==> config.mk <==
export PLATFORM = sky130hd
export DESIGN_NAME = image_scan_ctrl_flat
export DESIGN_NICKNAME = d
export VERILOG_FILES = /design/src/rtl/image_scan_ctrl_pkg.sv /design/src/rtl/image_scan_ctrl_if.sv /design/src/rtl/image_scan_ctrl_wdt.sv /design/src/rtl/image_scan_ctrl.sv /design/src/flat_wrapper.sv
export SDC_FILE = /design/constraint.sdc
export NUM_CORES = 1
export LEC_CHECK = 0
export CORE_MARGIN = 1
export CORE_UTILIZATION = 38
export CTS_BUF_LIST = sky130_fd_sc_hd__clkbuf_8 sky130_fd_sc_hd__clkbuf_16
export DETAILED_ROUTE_END_ITERATION = 7
export GPL_TIMING_DRIVEN = 0
export PLACE_DENSITY = 0.7
export SETUP_SLACK_MARGIN = 0.3
export SLEW_MARGIN = 15
export SYNTH_ARGS = -nofsm -noshare
export SYNTH_HDL_FRONTEND = slang
export SYNTH_HIERARCHICAL = 1
export SYNTH_SLANG_ARGS = --single-unit
==> constraint.sdc <==
create_clock -name CLK -period 4 [get_ports CLK]
set_input_delay 0.4 -clock CLK [delete_from_list [all_inputs] [get_ports CLK]]
set_output_delay 0.4 -clock CLK [all_outputs]
set_load 0.02 [all_outputs]
==> src/rtl/image_scan_ctrl_pkg.sv <==
// Shared constants for the image scan controller: FSM encodings, error codes,
// FIFO geometry and the default watchdog limit.
package plc_image_pkg;

    localparam logic [1:0] ST_IDLE  = 2'd0;
    localparam logic [1:0] ST_CLEAR = 2'd1;
    localparam logic [1:0] ST_LOAD  = 2'd2;
    localparam logic [1:0] ST_EXEC  = 2'd3;

    localparam logic [1:0] ERR_NONE = 2'b00;
    localparam logic [1:0] ERR_OVF  = 2'b01;
    localparam logic [1:0] ERR_UNDR = 2'b10;
    localparam logic [1:0] ERR_WDT  = 2'b11;

    localparam int FIFO_DEPTH = 16;
    localparam int WD_CYC_DEF = 1024;

    // Clamp the requested load count to the per-scan maximum.
    function automatic logic [4:0] ld_count(input logic [4:0] cnt, input int max_ld);
        return (int'(cnt) > max_ld) ? 5'(max_ld) : cnt;
    endfunction

endpackage

==> src/rtl/image_scan_ctrl_if.sv <==
// CPU read port and external bit-FIFO controls of the image scan controller.
// master = controller side, slave = CPU/FIFO side.
interface image_scan_ctrl_if;

    logic CPU_REQ, CPU_DONE, CPU_DATA, CPU_VALID;
    logic F_EN, F_RD, F_WR, F_DIN, F_CLR;
    logic F_DOUT, F_EMPTY, F_FULL;

    modport master (
        input  CPU_REQ, CPU_DONE, F_DOUT, F_EMPTY, F_FULL,
        output CPU_DATA, CPU_VALID, F_EN, F_RD, F_WR, F_DIN, F_CLR
    );

    modport slave (
        output CPU_REQ, CPU_DONE, F_DOUT, F_EMPTY, F_FULL,
        input  CPU_DATA, CPU_VALID, F_EN, F_RD, F_WR, F_DIN, F_CLR
    );

endinterface

==> src/rtl/image_scan_ctrl_wdt.sv <==
// Scan watchdog: counts cycles while RUN is high and flags EXPIRE on the
// cycle the count reaches WD_CYC-1.
module image_wdt
    import plc_image_pkg::*;
#(
    parameter int WD_CYC = WD_CYC_DEF
) (
    input  logic CLK,
    input  logic CLR_N,
    input  logic CLR_CNT,
    input  logic RUN,
    output logic EXPIRE
);
    localparam int CW = $clog2(WD_CYC) + 1;

    logic [CW-1:0] r_cnt;

    assign EXPIRE = RUN && (r_cnt == CW'(WD_CYC - 1));

    always_ff @(posedge CLK or negedge CLR_N) begin
        if (!CLR_N)
            r_cnt <= '0;
        else if (CLR_CNT)
            r_cnt <= '0;
        else if (RUN && !EXPIRE)
            r_cnt <= r_cnt + CW'(1);
    end

endmodule

==> src/rtl/image_scan_ctrl.sv <==
// Image scan controller: loads up to MAX_LD bits of a parallel image into an
// external bit FIFO, then serves them to the CPU one bit per request.
module image_scan_ctrl
    import plc_image_pkg::*;
#(
    parameter int WD_CYC = WD_CYC_DEF,
    parameter int MAX_LD = 15
) (
    input  logic                  CLK,
    input  logic                  CLR_N,
    input  logic                  START,
    input  logic [FIFO_DEPTH-1:0] IN_VEC,
    input  logic [4:0]            IN_CNT,
    image_scan_ctrl_if.master     bus,
    output logic                  BUSY,
    output logic [1:0]            PHASE,
    output logic                  SCAN_DONE,
    output logic [1:0]            ERR
);
    localparam int IW = $clog2(FIFO_DEPTH);

    logic [1:0]            r_state;
    logic [FIFO_DEPTH-1:0] r_vec;
    logic [4:0]            r_n;
    logic [IW-1:0]         r_idx;
    logic [1:0]            r_err;
    logic                  r_valid, r_data, r_done;

    logic w_start, w_wr, w_rd, w_last, w_wd_exp;

    assign w_start = START && (r_state == ST_IDLE);
    assign w_wr    = (r_state == ST_LOAD) && !bus.F_FULL;
    assign w_rd    = (r_state == ST_EXEC) && bus.CPU_REQ && !bus.F_EMPTY;
    assign w_last  = (5'(r_idx) + 5'd1) == r_n;

    // Strobes are decoded from the state so an async reset kills them at once.
    assign bus.F_EN      = w_wr || w_rd;
    assign bus.F_WR      = w_wr;
    assign bus.F_RD      = w_rd;
    assign bus.F_DIN     = w_wr && r_vec[r_idx];
    assign bus.F_CLR     = (r_state == ST_CLEAR);
    assign bus.CPU_VALID = r_valid;
    assign bus.CPU_DATA  = r_data;

    assign BUSY      = (r_state != ST_IDLE);
    assign PHASE     = r_state;
    assign SCAN_DONE = r_done;
    assign ERR       = r_err;

    image_wdt #(.WD_CYC(WD_CYC)) u_wdt (
        .CLK     (CLK),
        .CLR_N   (CLR_N),
        .CLR_CNT (w_start),
        .RUN     (BUSY),
        .EXPIRE  (w_wd_exp)
    );

    always_ff @(posedge CLK or negedge CLR_N) begin
        if (!CLR_N) begin
            r_state <= ST_IDLE;
            r_vec   <= '0;
            r_n     <= '0;
            r_idx   <= '0;
            r_err   <= ERR_NONE;
            r_valid <= 1'b0;
            r_data  <= 1'b0;
            r_done  <= 1'b0;
        end else begin
            r_done  <= 1'b0;
            r_valid <= w_rd;
            // F_DOUT shows the FIFO head, so it is captured on the read edge.
            if (w_rd)
                r_data <= bus.F_DOUT;
            case (r_state)
                ST_IDLE: if (START) begin
                    r_vec   <= IN_VEC;
                    r_n     <= ld_count(IN_CNT, MAX_LD);
                    r_idx   <= '0;
                    r_err   <= ERR_NONE;
                    r_state <= ST_CLEAR;
                end
                ST_CLEAR: r_state <= (r_n != 5'd0) ? ST_LOAD : ST_EXEC;
                ST_LOAD: begin
                    if (bus.F_FULL) begin
                        r_err   <= ERR_OVF;
                        r_state <= ST_EXEC;
                    end else begin
                        r_idx <= r_idx + IW'(1);
                        if (w_last)
                            r_state <= ST_EXEC;
                    end
                end
                ST_EXEC: begin
                    if (bus.CPU_REQ && bus.F_EMPTY)
                        r_err <= ERR_UNDR;
                    if (bus.CPU_DONE) begin
                        r_state <= ST_IDLE;
                        r_done  <= 1'b1;
                    end
                end
                default: r_state <= ST_IDLE;
            endcase
            // Watchdog abort wins over any same-cycle completion.
            if (w_wd_exp) begin
                r_err   <= ERR_WDT;
                r_state <= ST_IDLE;
                r_done  <= 1'b0;
            end
        end
    end

endmodule

==> src/flat_wrapper.sv <==
// flat-port wrapper written by rule: the top's interface ports become plain ports
module image_scan_ctrl_flat import plc_image_pkg::*;
#(
    parameter int WD_CYC = WD_CYC_DEF,
    parameter int MAX_LD = 15
)
  (CLK, CLR_N, START, IN_VEC, IN_CNT, BUSY, PHASE, SCAN_DONE, ERR, bus_CPU_REQ, bus_CPU_DONE, bus_F_DOUT, bus_F_EMPTY, bus_F_FULL, bus_CPU_DATA, bus_CPU_VALID, bus_F_EN, bus_F_RD, bus_F_WR, bus_F_DIN, bus_F_CLR);
  image_scan_ctrl_if bus_i ();
  input  logic CLK;
  input  logic CLR_N;
  input  logic START;
  input  logic [FIFO_DEPTH-1:0] IN_VEC;
  input  logic [4:0] IN_CNT;
  output logic BUSY;
  output logic [1:0] PHASE;
  output logic SCAN_DONE;
  output logic [1:0] ERR;
  input wire logic [$bits(bus_i.CPU_REQ)-1:0] bus_CPU_REQ;
  input wire logic [$bits(bus_i.CPU_DONE)-1:0] bus_CPU_DONE;
  input wire logic [$bits(bus_i.F_DOUT)-1:0] bus_F_DOUT;
  input wire logic [$bits(bus_i.F_EMPTY)-1:0] bus_F_EMPTY;
  input wire logic [$bits(bus_i.F_FULL)-1:0] bus_F_FULL;
  output wire logic [$bits(bus_i.CPU_DATA)-1:0] bus_CPU_DATA;
  output wire logic [$bits(bus_i.CPU_VALID)-1:0] bus_CPU_VALID;
  output wire logic [$bits(bus_i.F_EN)-1:0] bus_F_EN;
  output wire logic [$bits(bus_i.F_RD)-1:0] bus_F_RD;
  output wire logic [$bits(bus_i.F_WR)-1:0] bus_F_WR;
  output wire logic [$bits(bus_i.F_DIN)-1:0] bus_F_DIN;
  output wire logic [$bits(bus_i.F_CLR)-1:0] bus_F_CLR;
  assign bus_i.CPU_REQ = bus_CPU_REQ;
  assign bus_i.CPU_DONE = bus_CPU_DONE;
  assign bus_i.F_DOUT = bus_F_DOUT;
  assign bus_i.F_EMPTY = bus_F_EMPTY;
  assign bus_i.F_FULL = bus_F_FULL;
  assign bus_CPU_DATA = bus_i.CPU_DATA;
  assign bus_CPU_VALID = bus_i.CPU_VALID;
  assign bus_F_EN = bus_i.F_EN;
  assign bus_F_RD = bus_i.F_RD;
  assign bus_F_WR = bus_i.F_WR;
  assign bus_F_DIN = bus_i.F_DIN;
  assign bus_F_CLR = bus_i.F_CLR;
  image_scan_ctrl #(.WD_CYC(WD_CYC), .MAX_LD(MAX_LD)) u_core (.CLK(CLK), .CLR_N(CLR_N), .START(START), .IN_VEC(IN_VEC), .IN_CNT(IN_CNT), .bus(bus_i), .BUSY(BUSY), .PHASE(PHASE), .SCAN_DONE(SCAN_DONE), .ERR(ERR));
endmodule
# Word level (Yosys, flattened, before mapping)
# Index checks and enable logic that the tools add are counted.
[totals]
reg_bits = 43
in_bits = 29
output_inout_bits = 13
[op_classes]
n_addsub = 3
magnitude_cmp = 2
n_eq_ne = 12
n_mux = 23
n_reduce_logical = 22
[ops]
columns = ["cell", "n"]
rows = [
  ["two-way mux 11 bit", 2],
  ["two-way mux 2 bit", 9],
  ["!= test 3 bit (second input constant)", 4],
  ["adder 11 x 1 -> 11 bit (second input constant)", 1],
  ["equality test 11 x 10 -> 1 bit (second input constant)", 1],
  ["logical AND 1 bit", 8],
  ["two-way mux 4 bit", 2],
  ["case mux 2 bit (4 select lines)", 1],
  ["case mux 4 bit (2 select lines)", 1],
  ["case mux 2 bit (3 select lines)", 1],
  ["AND reduction 3 bit", 2],
  ["nonzero test 2 bit", 3],
  ["adder 4 x 1 -> 5 bit (second input constant)", 1],
  ["equality test 5 bit", 1],
  ["greater-than comparator 5 x 4 -> 1 bit (second input constant)", 1],
  ["< comparator 4 x 5 -> 1 bit (second input constant)", 1],
  ["two-way mux 1 bit", 5],
  ["two-way mux 5 bit", 1],
  ["nonzero test 5 bit", 1],
  ["adder 4 x 1 -> 4 bit (second input constant)", 1],
  ["binary-select mux 1 bit (select 4 bit)", 1],
  ["equality test 2 bit (second input constant)", 2],
  ["!= test 2 bit (second input constant)", 2],
  ["!= test 4 x 3 -> 1 bit (second input constant)", 1],
  ["7 further kinds", 9],
]

# Logic depth before layout (Yosys ltp)
# Gate-level depths: netlist of the first run.
[depth]
word_depth = 6
depth_mapped = 10

# Modules after synthesis
# The synthesis of the first run kept the hierarchy.
[modules_own_cells]
columns = ["module", "n_inst", "cells_each", "area_per_inst_um2"]
rows = [
  ["image_scan_ctrl", 1, 147, 1679.1],
  ["image_wdt", 1, 73, 738.2],
]

# Worst setup path before layout of the first run
# No wires, ideal clock.
[synth_timing]
path_kind = "register -> register"
start = "reg u_core.r_state[0], in the netlist u_core/PHASE[0]"
end = "reg u_core.r_state[0], in the netlist u_core/PHASE[0]"
setup_time_ns = 0.087
t_arrival_ns = 2.406
slack_ns = 1.507
stages_incl_launch_ff = 11
path_buffers = 2
synth_period_minus_slack_ns = 2.493
cell_sequence = "dfrtp_1 inv_1 ha_1 inv_1 buf_2 nand3_1 nor4_1 clkbuf_1 nor2_1 a221o_1 a22oi_1"
[synth_between]
elab_chain_cells = 4
word_cells_on_any_way = 12
classes_between = "6 x eq/ne; 2 x mux; 4 x reduce/logical"
[synth_lines]
columns = ["item", "line", "text"]
rows = [
  ["start, declared", "image_scan_ctrl.sv:22", "logic [1:0] r_state;"],
  ["start signal, assigned", "image_scan_ctrl.sv:82", "ST_CLEAR: r_state <= (r_n != 5'd0) ? ST_LOAD : ST_EXEC;"],
  ["nonzero test 2 bit *", "image_scan_ctrl.sv:45", "assign BUSY = (r_state != ST_IDLE);"],
  ["named net BUSY", "flat_wrapper.sv:14", "output logic BUSY;"],
  ["logical AND 1 bit *", "image_scan_ctrl_wdt.sv:18", "assign EXPIRE = RUN && (r_cnt == CW'(WD_CYC - 1));"],
  ["named net u_core.w_wd_exp", "image_scan_ctrl.sv:29", "logic w_start, w_wr, w_rd, w_last, w_wd_exp;"],
  ["!= test 4 x 3 -> 1 bit (no source line) or != test 3 bit (tied branches)", "-", ""],
  ["AND reduction 3 bit (no source line)", "-", ""],
]
# Mark *: on every way through the listed nets, which the timed path passes. The rest lies on a longest branch.
# A chain may end at the register's enable or synchronous reset.

# Worst setup path after layout of the first run
[layout_timing]
start = "reg u_core.r_idx[0]"
end = "out bus_F_DIN"
[layout_between]
elab_chain_cells = 3
[layout_lines]
columns = ["item", "line", "text"]
rows = [
  ["start, declared", "image_scan_ctrl.sv:25", "logic [IW-1:0] r_idx;"],
  ["start signal, assigned", "image_scan_ctrl.sv:88", "r_idx <= r_idx + IW'(1);"],
  ["binary-select mux 1 bit (select 4 bit)", "image_scan_ctrl.sv:40", "assign bus.F_DIN = w_wr && r_vec[r_idx];"],
  ["two-way mux 1 bit (implied by the code)", "image_scan_ctrl.sv:40", ""],
  ["logical AND 1 bit", "image_scan_ctrl.sv:40", ""],
  ["end, declared", "flat_wrapper.sv:28", "output wire logic [$bits(bus_i.F_DIN)-1:0] bus_F_DIN;"],
]
# No other way between the ends. The select of a mux whose other input is x is not followed.

==> results of run 1 <==
-- kinds of logic after synthesis --
family | Yosys count | synth area share
DFF | 43 | 0.445
adders and majority gates | 7 | 0.0362
buffers and inverters | 18 | 0.0362
and+or+nand+nor | 73 | 0.171
xor gates and xnor gates | 6 | 0.0217
AOI/OAI and AO/OA | 47 | 0.140
muxes | 26 | 0.150
-- per-layer routing --
| layer | GRT usage | vias to the layer above | routed length (um) |
|---|---|---|---|
| li1 | - | 911 | - |
| met2 | 0.281 | 29 | 2360 |
| met5 | 0 | - | 0 |
| met1 | 0.212 | 882 | 2310 |
| met3 | 0.0289 | 4 | 154 |
| met4 | 0.0544 | 0 | 51 |
-- power by group --
group	internal [W]	leakage, nW	switching (W)
logic	0.000500	0.690	0.000468
clock network	0.000202	0.0612	0.000143
registers	0.000614	0.536	0.000136
total	0.00132	1.29	0.000747
-- state kept, by name, indices dropped and copies added (netlist names) --
signal,flops
u_core/r_vec,16
u_core/u_wdt/r_cnt,11
u_core/r_n,5
u_core/r_idx,4
u_core/ERR,2
u_core/PHASE,2
u_core/SCAN_DONE,1
u_core/bus.CPU_DATA,1
u_core/bus.CPU_VALID,1
-- area by class of cell --
type / count / area, um^2 / share of cell area
plain buffers: 10 / 57.6 / 0.0188
multi-input cells: 159 / 1250 / 0.410
clock buffers: 6 / 82.6 / 0.0270
flip-flops and latches: 43 / 1080 / 0.352
inverters: 8 / 30.0 / 0.00983
well taps: 75 / 93.8 / 0.0307
repair buffers: 42 / 425 / 0.139
clock inverters: 2 / 35.0 / 0.0115
-- through the flow --
step	area, um^2	hold WS (ns)	setup slack, ns	total power [W]
5_1_grt	3050	0.0271	0.972	0.00224
4_1_cts	3050	0.0203	1.04	0.00209
3_3_place_gp	2920	0.481	1.36	0.00170
2_1_floorplan	2420	0.104	1.51	0.00143
6_report	3050	0.0200	1.06	0.00206
3_5_place_dp	2940	0.338	1.31	0.00173
-- synth_stat cells, types with 5 or more instances --
cell and n:
xnor2_1 5, ha_1 7, nor2b_1 6, inv_1 8, o21ai_0 10, mux2_2 18
nand2_1 13, nand2b_1 8, nor2_1 16, dfrtp_1 43, a21oi_1 5, a211oi_1 5
-- worst max path at each step --
stage | end
after floorplan | u_core/PHASE[0]
after global placement | u_core/bus.CPU_VALID
after detailed placement | u_core/PHASE[1]
after CTS | bus_F_DIN
after global routing | bus_F_DIN
final | bus_F_DIN
==> summary.txt, run 1 <==
largest net degree at the start of global routing: 29
row count: 28
Max Clk Rate: 340 MHz
Core ar.: 6030 um^2
port bufs: 41
Iteration-0 DRC Markers: 120
vias in the first global route: 1858
Hold Crit Class: input pin to async pin
initial antenna violation count: 0
global-route wire length before repair: 8460 um
# diodes: 0
worst path cell trace: buf_6, mux4_1, mux4_2, and2_1, clkdlybuf4s50_1
delay-heaviest family, CP: multiplexers
Arrival @ worst endpoint: 2.54 ns
reg-to-reg endpoint: u_core/PHASE[1]
total global routing track utilization: 0.166
top-area cell type share of the netlist area: 0.445
die area: 6680 um^2
Synth Instances: 220
most frequent cells in the layout: dfrtp_1, clkdlybuf4s50_1, mux2_2, nor2_1, nand2_1
CP required: 3.60 ns
dpl hpwl: 3680 um
vias: 1826
Mapped Nets: 256
mapped cell area: 2420 um^2
clock slew seen by the registers of the worst setup and hold paths: 0.08 ns
most common cell after layout, fill and taps aside: dfrtp_1
post-synthesis register bit count: 43
CP Depth: 5
largest cells by area after synthesis: dfrtp_1, mux2_2, ha_1
Synth area leader: dfrtp_1
CP Capture Type: output pin
period utilisation layout: 0.736
Root Buffer: clkbuf_8
share of cells above drive strength 1: 0.167
I/O pin cnt: 42
Layout Skew: 0.0105 ns
Worst Setup SP: u_core/r_idx[0]
total of max-cap violations: 0
Filler cells: 548
min Tclk post-route: 2.94 ns
Synth async-reset ratio: 1.00
reg-to-reg slack, setup: 1.23 ns
CTS Buffer Depth: 2
LEAKAGE: 1.29 nW
Post-Route Setup TNS: 0 ns
area grow syn2layout: 26.3%
Fin. Hold Viols: 0
GRT overflow: 0
status: completed
Worst path max stage delay: 0.56 ns
mean cell area of the mapped netlist: 11.0 um^2
CP Buf/Inv Count: 2
sequential area share after synthesis: 0.445
H-tree levels: 2
number of synthesized flops with an enable pin: 0
Post-CTS Hold Buffers: 0
cts bufs inserted: 5
DIE WIDTH: 81.8 um
Final GP Congestion: 0.802
Worst path slowest cell: mux4_1
DR WL/cell: 14.1 um
RSZ-0062 raised after global routing: false
Max Slew Vio Count: 0
slew margin rel.: 0.636
Peak VDD IR: 364 uV
ANT nets after route: 0
slew of the pin with the lowest slew margin: 0.547 ns
Die Span Y: 81.8 um
power per cell area: 675 nW/um^2
DRT Wirelength: 4870 um
post-placement cell count: 337
worst skew pair latency: 0.29 ns
critical-path maximum fanout: 9
yosys warns: 6
CTS tree: done
Core Util, Final: 0.507
clock tree sinks: 43
# DRC: 0
r2r startpoint: u_core/PHASE[0]
Setup violations, final: 0
first-pass detailed-route iteration total: 4
top_reg_cell synth: dfrtp_1
vias per cell: 5.29
Nets: 305
post-CTS setup buffer count: 0
Post-CTS Resized: 0
CP Launch Type: flip-flop
R2R depth: 10
Netlist cell types: 56
initial cell density of the core: 0.401
Cell Count, Final, Fillers Out: 345
CP Class: flip-flop to output pin
No activity file was read; power rests on OpenSTA's default activity.
==> run 2, diff against run 1 <==
Settings changed: PLACE_DENSITY 0.7 to 0.72.
Clock period 4 ns to 2.4 ns, I/O delays scaled along.
==> summary.txt, run 2 (synthesized netlist as in run 1, its figures left out) <==
ANT nets after route: 0 (unchanged)
DR WL/cell: 14.9 um (+5.8%)
worst path cell trace: buf_6, mux4_2, mux4_2, and2_4, buf_6
total global routing track utilization: 0.176 (+0.0106)
Worst setup endpoint: bus_F_DIN
LEAKAGE: 1.34 nW (+4.4%)
Largest regs: u_core/r_vec x16, u_core/u_wdt/r_cnt x11, u_core/r_n x5
Core Util, Final: 0.528 (+0.0212)
switch share: 0.385 (+0.0233)
Post-Route Setup TNS: 0 ns (unchanged)
Hold Crit Class: input pin to async pin
CP Buf/Inv Count: 2 (unchanged)
slew margin rel.: 0.642 (+0.00603)
R2R depth: 10 (unchanged)
# diodes: 0 (unchanged)
Reg with most FFs: u_core/r_vec
period utilisation layout: 0.953
Clock power frac: 0.128 (-0.039)
Arrival @ worst endpoint: 2.05 ns (-0.49 ns)
total of max-cap violations: 0 (unchanged)
power per cell area: 1120 nW/um^2 (+66%)
largest net degree at the start of global routing: 25 (-14%)
initial antenna violation count: 0 (unchanged)
critical-path maximum fanout: 5 (-4)
Final GP Congestion: 0.829 (+3.5%)
min Tclk post-route: 2.29 ns
Largest register FFs: 16 (unchanged)
CTS tree: done
I/O pin cnt: 42 (unchanged)
internal cell power: 0.00219 W (+66%)
clock tree sinks: 43 (unchanged)
Cell Area, Placed: 2950 um^2 (+0.47%)
Worst path max stage delay: 0.49 ns (-0.07 ns)
Nets: 315 (+3.3%)
setup slack after layout: 0.113 ns (-0.942 ns)
DIE WIDTH: 81.8 um (unchanged)
vias in the first global route: 1859 (+0.054%)
vias: 1918 (+5.0%)
Worst path slowest cell: mux4_2
Worst Setup SP: u_core/r_idx[0]
DRT Wirelength: 5290 um (+8.6%)
Peak VDD IR: 606 uV (+66%)
post-placement cell count: 337 (unchanged)
RSZ-0062 raised after global routing: true
combinational share of power: 0.516 (+0.047)
Root Buffer: clkbuf_8
cts bufs inserted: 5 (unchanged)
most frequent cells in the layout: dfrtp_1, clkdlybuf4s50_1, mux2_2, nor2_1, nand2_1
Switching Power: 0.00137 W (+84%)
clock slew seen by the registers of the worst setup and hold paths: 0.08 ns (about the same)
initial cell density of the core: 0.401 (unchanged)
global-route wire length before repair: 8930 um (+5.5%)
CP Depth: 5 (unchanged)
vias per cell: 5.42 (+2.4%)
Fin. Hold Viols: 0 (unchanged)
Setup violations, final: 0 (unchanged)
status: completed
Die Span Y: 81.8 um (unchanged)
CTS Buffer Depth: 2 (unchanged)
CP Class: flip-flop to output pin
Cell Count, Final, Fillers Out: 354 (+2.6%)
H-tree levels: 2 (unchanged)
worst skew pair latency: 0.29 ns (about the same)
dpl hpwl: 3790 um (+3.0%)
Core ar.: 6030 um^2 (unchanged)
area grow syn2layout: 31.6%
GRT overflow: 0 (unchanged)
CP required: 2.16 ns (-1.44 ns)
Place WS: -0.0729 ns (-1.39 ns)
r2r startpoint: u_core/PHASE[0]
first-pass detailed-route iteration total: 4 (unchanged)
sequential power share: 0.357 (-0.006)
share of cells above drive strength 1: 0.269 (+0.102)
CP Launch Type: flip-flop
CP Capture Type: output pin
die area: 6680 um^2 (unchanged)
most common cell after layout, fill and taps aside: dfrtp_1
slew of the pin with the lowest slew margin: 0.538 ns (-0.00904 ns)
design area: 3180 um^2 (+4.2%)
reg-to-reg endpoint: u_core/PHASE[0]
reg-to-reg slack, setup: 0.38 ns (-0.85 ns)
delay-heaviest family, CP: multiplexers
Max Slew Vio Count: 0 (unchanged)
port bufs: 41 (unchanged)
# DRC: 0 (unchanged)
Layout Skew: 0.00347 ns (-0.00702 ns)
row count: 28 (unchanged)
Max Clk Rate: 437 MHz
Iteration-0 DRC Markers: 79 (-34%)
run 2: how the worst min path moves through the flow:
stage	start	to	slack, ns
after floorplan	CLR_N	u_core/ERR[0]	-0.06
after global placement	u_core/r_vec[1]	u_core/r_vec[1]	0.48
after detailed placement	CLR_N	u_core/r_vec[7]	0.23
after CTS	CLR_N	u_core/r_vec[1]	0.44
after global routing	CLR_N	u_core/r_vec[2]	0.48
final	CLR_N	u_core/r_vec[3]	0.46
run 2: final cells by class:
type,count,area [um^2]
Tap cell,75,93.8
Clock buffer,5,68.8
Sequential cell,43,1080
Clock inverter,2,13.8
Fill cell,554,2840
Inverter,8,32.5
Timing Repair Buffer,52,500
Multi-Input combinational cell,159,1310
Buffer,10,81.3
run 2: power by group through the flow:
stage / clock network, W / logic (W) / registers [W]
finish: 0.000454 / 0.00183 / 0.00127
global route: 0.000505 / 0.00201 / 0.00131
CTS: 0.000470 / 0.00170 / 0.00126
detailed placement: 0 / 0.00164 / 0.00126
global placement: 0 / 0.00160 / 0.00125
floorplan: 0 / 0.00114 / 0.00126
run 2: per-stage QoR:
step	power [W]	hold slack, ns
6_report	0.00356	0.455
5_1_grt	0.00383	0.479
4_1_cts	0.00343	0.435
3_5_place_dp	0.00291	0.227
3_3_place_gp	0.00285	0.480
2_1_floorplan	0.00241	-0.0556
run 2: layer usage:
metal  share of wire  track usage  wire length [um]  vias to the layer above
met5               0            0                 0                        -
met4          0.0036       0.0526                19                        0
met3           0.027       0.0333               145                        2
met2            0.49        0.289              2610                       30
met1            0.48        0.235              2510                      955
li1                -            -                 -                      931
run 2: timing repair:
item | CTS | global route
cloned | 0 | 0
hold buffers | 1 | 0
setup endpoints to repair | 19 | 8
resized for setup | 23 | 12
hold endpoints to repair | 19 | 0
pin swaps | 1 | 4
buffers inserted | 5 | 4
==> run 3, diff against run 2 <==
Settings changed: CORE_UTILIZATION 38 to 45, PLACE_DENSITY 0.72 to 0.81.
==> summary.txt, run 3 (synthesized netlist as in run 1, its figures left out) <==
worst skew pair latency: 0.30 ns (about the same)
switch share: 0.376 (-0.00959)
Layout Skew: 0.0127 ns (+0.00926 ns)
Place WS: -0.0784 ns (-0.00545 ns)
die area: 5670 um^2 (-15%)
Arrival @ worst endpoint: 2.03 ns (-0.02 ns)
# DRC: 0 (unchanged)
Post-Route Setup TNS: 0 ns (unchanged)
Reg with most FFs: u_core/r_vec
Max Clk Rate: 440 MHz (+0.65%)
ANT nets after route: 0 (unchanged)
Worst path max stage delay: 0.49 ns (about the same)
H-tree levels: 2 (unchanged)
Die Span Y: 75.3 um (-7.9%)
vias per cell: 5.47 (+0.90%)
most common cell after layout, fill and taps aside: dfrtp_1
period utilisation layout: 0.947 (-0.00613)
setup slack after layout: 0.128 ns (+0.0147 ns)
Max Slew Vio Count: 0 (unchanged)
Hold Crit Class: input pin to async pin
initial antenna violation count: 0 (unchanged)
initial cell density of the core: 0.470 (+0.0691)
Worst Setup SP: u_core/r_idx[0]
Root Buffer: clkbuf_8
dpl hpwl: 3760 um (-0.76%)
Cell Area, Placed: 2940 um^2 (-0.21%)
Pwr Total: 0.00365 W (+2.5%)
port bufs: 41 (unchanged)
largest net degree at the start of global routing: 30 (+20%)
RSZ-0062 raised after global routing: true
worst path cell trace: buf_6, mux4_2, mux4_2, and2_4, buf_6
Core ar.: 5140 um^2 (-15%)
LEAKAGE: 1.36 nW (+0.85%)
Fin. Hold Viols: 0 (unchanged)
CP required: 2.16 ns (about the same)
# diodes: 0 (unchanged)
Worst path slowest cell: mux4_2
share of cells above drive strength 1: 0.251 (-0.0179)
Clock power frac: 0.149 (+0.021)
Peak VDD IR: 605 uV (-0.15%)
Cell Count, Final, Fillers Out: 349 (-1.4%)
combinational share of power: 0.503 (-0.013)
min Tclk post-route: 2.27 ns (-0.0147 ns)
row count: 26 (-7.1%)
vias in the first global route: 1899 (+2.2%)
Largest register FFs: 16 (unchanged)
design area: 3180 um^2 (-0.12%)
Setup violations, final: 0 (unchanged)
CP Buf/Inv Count: 2 (unchanged)
DRT Wirelength: 5330 um (+0.66%)
Iteration-0 DRC Markers: 82 (+3.8%)
power per cell area: 1150 nW/um^2 (+2.7%)
CTS tree: done
slew margin rel.: 0.652 (+0.0107)
area grow syn2layout: 31.5%
Switching Power: 0.00137 W (about the same)
internal cell power: 0.00228 W (+4.1%)
CP Capture Type: output pin
I/O pin cnt: 42 (unchanged)
post-placement cell count: 332 (-1.5%)
sequential power share: 0.347 (-0.010)
first-pass detailed-route iteration total: 4 (unchanged)
CP Depth: 5 (unchanged)
CTS Buffer Depth: 2 (unchanged)
DR WL/cell: 15.3 um (+2.1%)
CP Launch Type: flip-flop
Largest regs: u_core/r_vec x16, u_core/u_wdt/r_cnt x11, u_core/r_n x5
vias: 1908 (-0.52%)
slew of the pin with the lowest slew margin: 0.522 ns (-0.0161 ns)
R2R depth: 10 (unchanged)
most frequent cells in the layout: dfrtp_1, clkdlybuf4s50_1, mux2_2, nor2_1, nand2_1
total global routing track utilization: 0.212 (+0.0352)
Nets: 314 (-0.32%)
CP Class: flip-flop to output pin
global-route wire length before repair: 8930 um (unchanged)
Final GP Congestion: 0.803 (-3.2%)
clock tree sinks: 43 (unchanged)
GRT overflow: 0 (unchanged)
cts bufs inserted: 5 (unchanged)
DIE WIDTH: 75.3 um (-7.9%)
delay-heaviest family, CP: multiplexers
r2r startpoint: u_core/PHASE[0]
status: completed
critical-path maximum fanout: 5 (unchanged)
total of max-cap violations: 0 (unchanged)
clock slew seen by the registers of the worst setup and hold paths: 0.07 ns (about the same)
-- run 3: path summary, 6_finish.rpt --
| kind | endpoint | slack (ns) |
|---|---|---|
| min | u_core/r_vec[9] | 0.38 |
| max reg2reg | u_core/PHASE[0] | 0.40 |
| max | bus_F_DIN | 0.13 |
| min reg2reg | u_core/bus.CPU_DATA | 0.51 |
| max in group asynchronous | u_core/bus.CPU_VALID | 1.56 |
| min in group CLK | u_core/SCAN_DONE | 0.50 |
-- run 3: timing repair --
| item | CTS | global route |
|---|---|---|
| pin swaps | 1 | 3 |
| gates resized for setup | 19 | 16 |
| buffers inserted | 4 | 4 |
| endpoints found under the hold margin | 14 | 0 |
| hold buffers | 1 | 0 |
| gates cloned | 0 | 0 |
| setup endpoints to repair | 19 | 9 |
-- run 3: through the flow --
step           utilization  hold WS (ns)
2_1_floorplan            -       -0.0556
3_3_place_gp         0.570         0.480
3_5_place_dp         0.573         0.171
4_1_cts              0.606         0.385
5_1_grt              0.618         0.415
6_report             0.618         0.383
-- run 3: power groups by stage --
stage | logic, W | clock network [W] | registers (W)
6_report | 0.00184 | 0.000545 | 0.00127
5_1_grt | 0.00201 | 0.000593 | 0.00131
4_1_cts | 0.00172 | 0.000563 | 0.00126
3_5_place_dp | 0.00166 | 0 | 0.00126
3_3_place_gp | 0.00159 | 0 | 0.00125
2_1_floorplan | 0.00114 | 0 | 0.00126
-- run 3: metal layers --
| metal | track usage | vias to the layer above | share of wire |
|---|---|---|---|
| met5 | 0 | - | 0 |
| met4 | 0.0576 | 0 | 0.0062 |
| met3 | 0.0437 | 6 | 0.035 |
| met2 | 0.367 | 50 | 0.51 |
| met1 | 0.270 | 922 | 0.45 |
| li1 | - | 930 | - |
-- run 3: final cells by class --
cell class / instances / area (um^2)
Inverter: 8 / 32.5
Clock inverter: 3 / 37.5
Clock buffer: 5 / 68.8
Multi-Input combinational cell: 159 / 1300
Tap cell: 70 / 87.6
Sequential cell: 43 / 1080
Buffer: 10 / 81.3
Fill cell: 434 / 1960
Timing Repair Buffer: 51 / 493
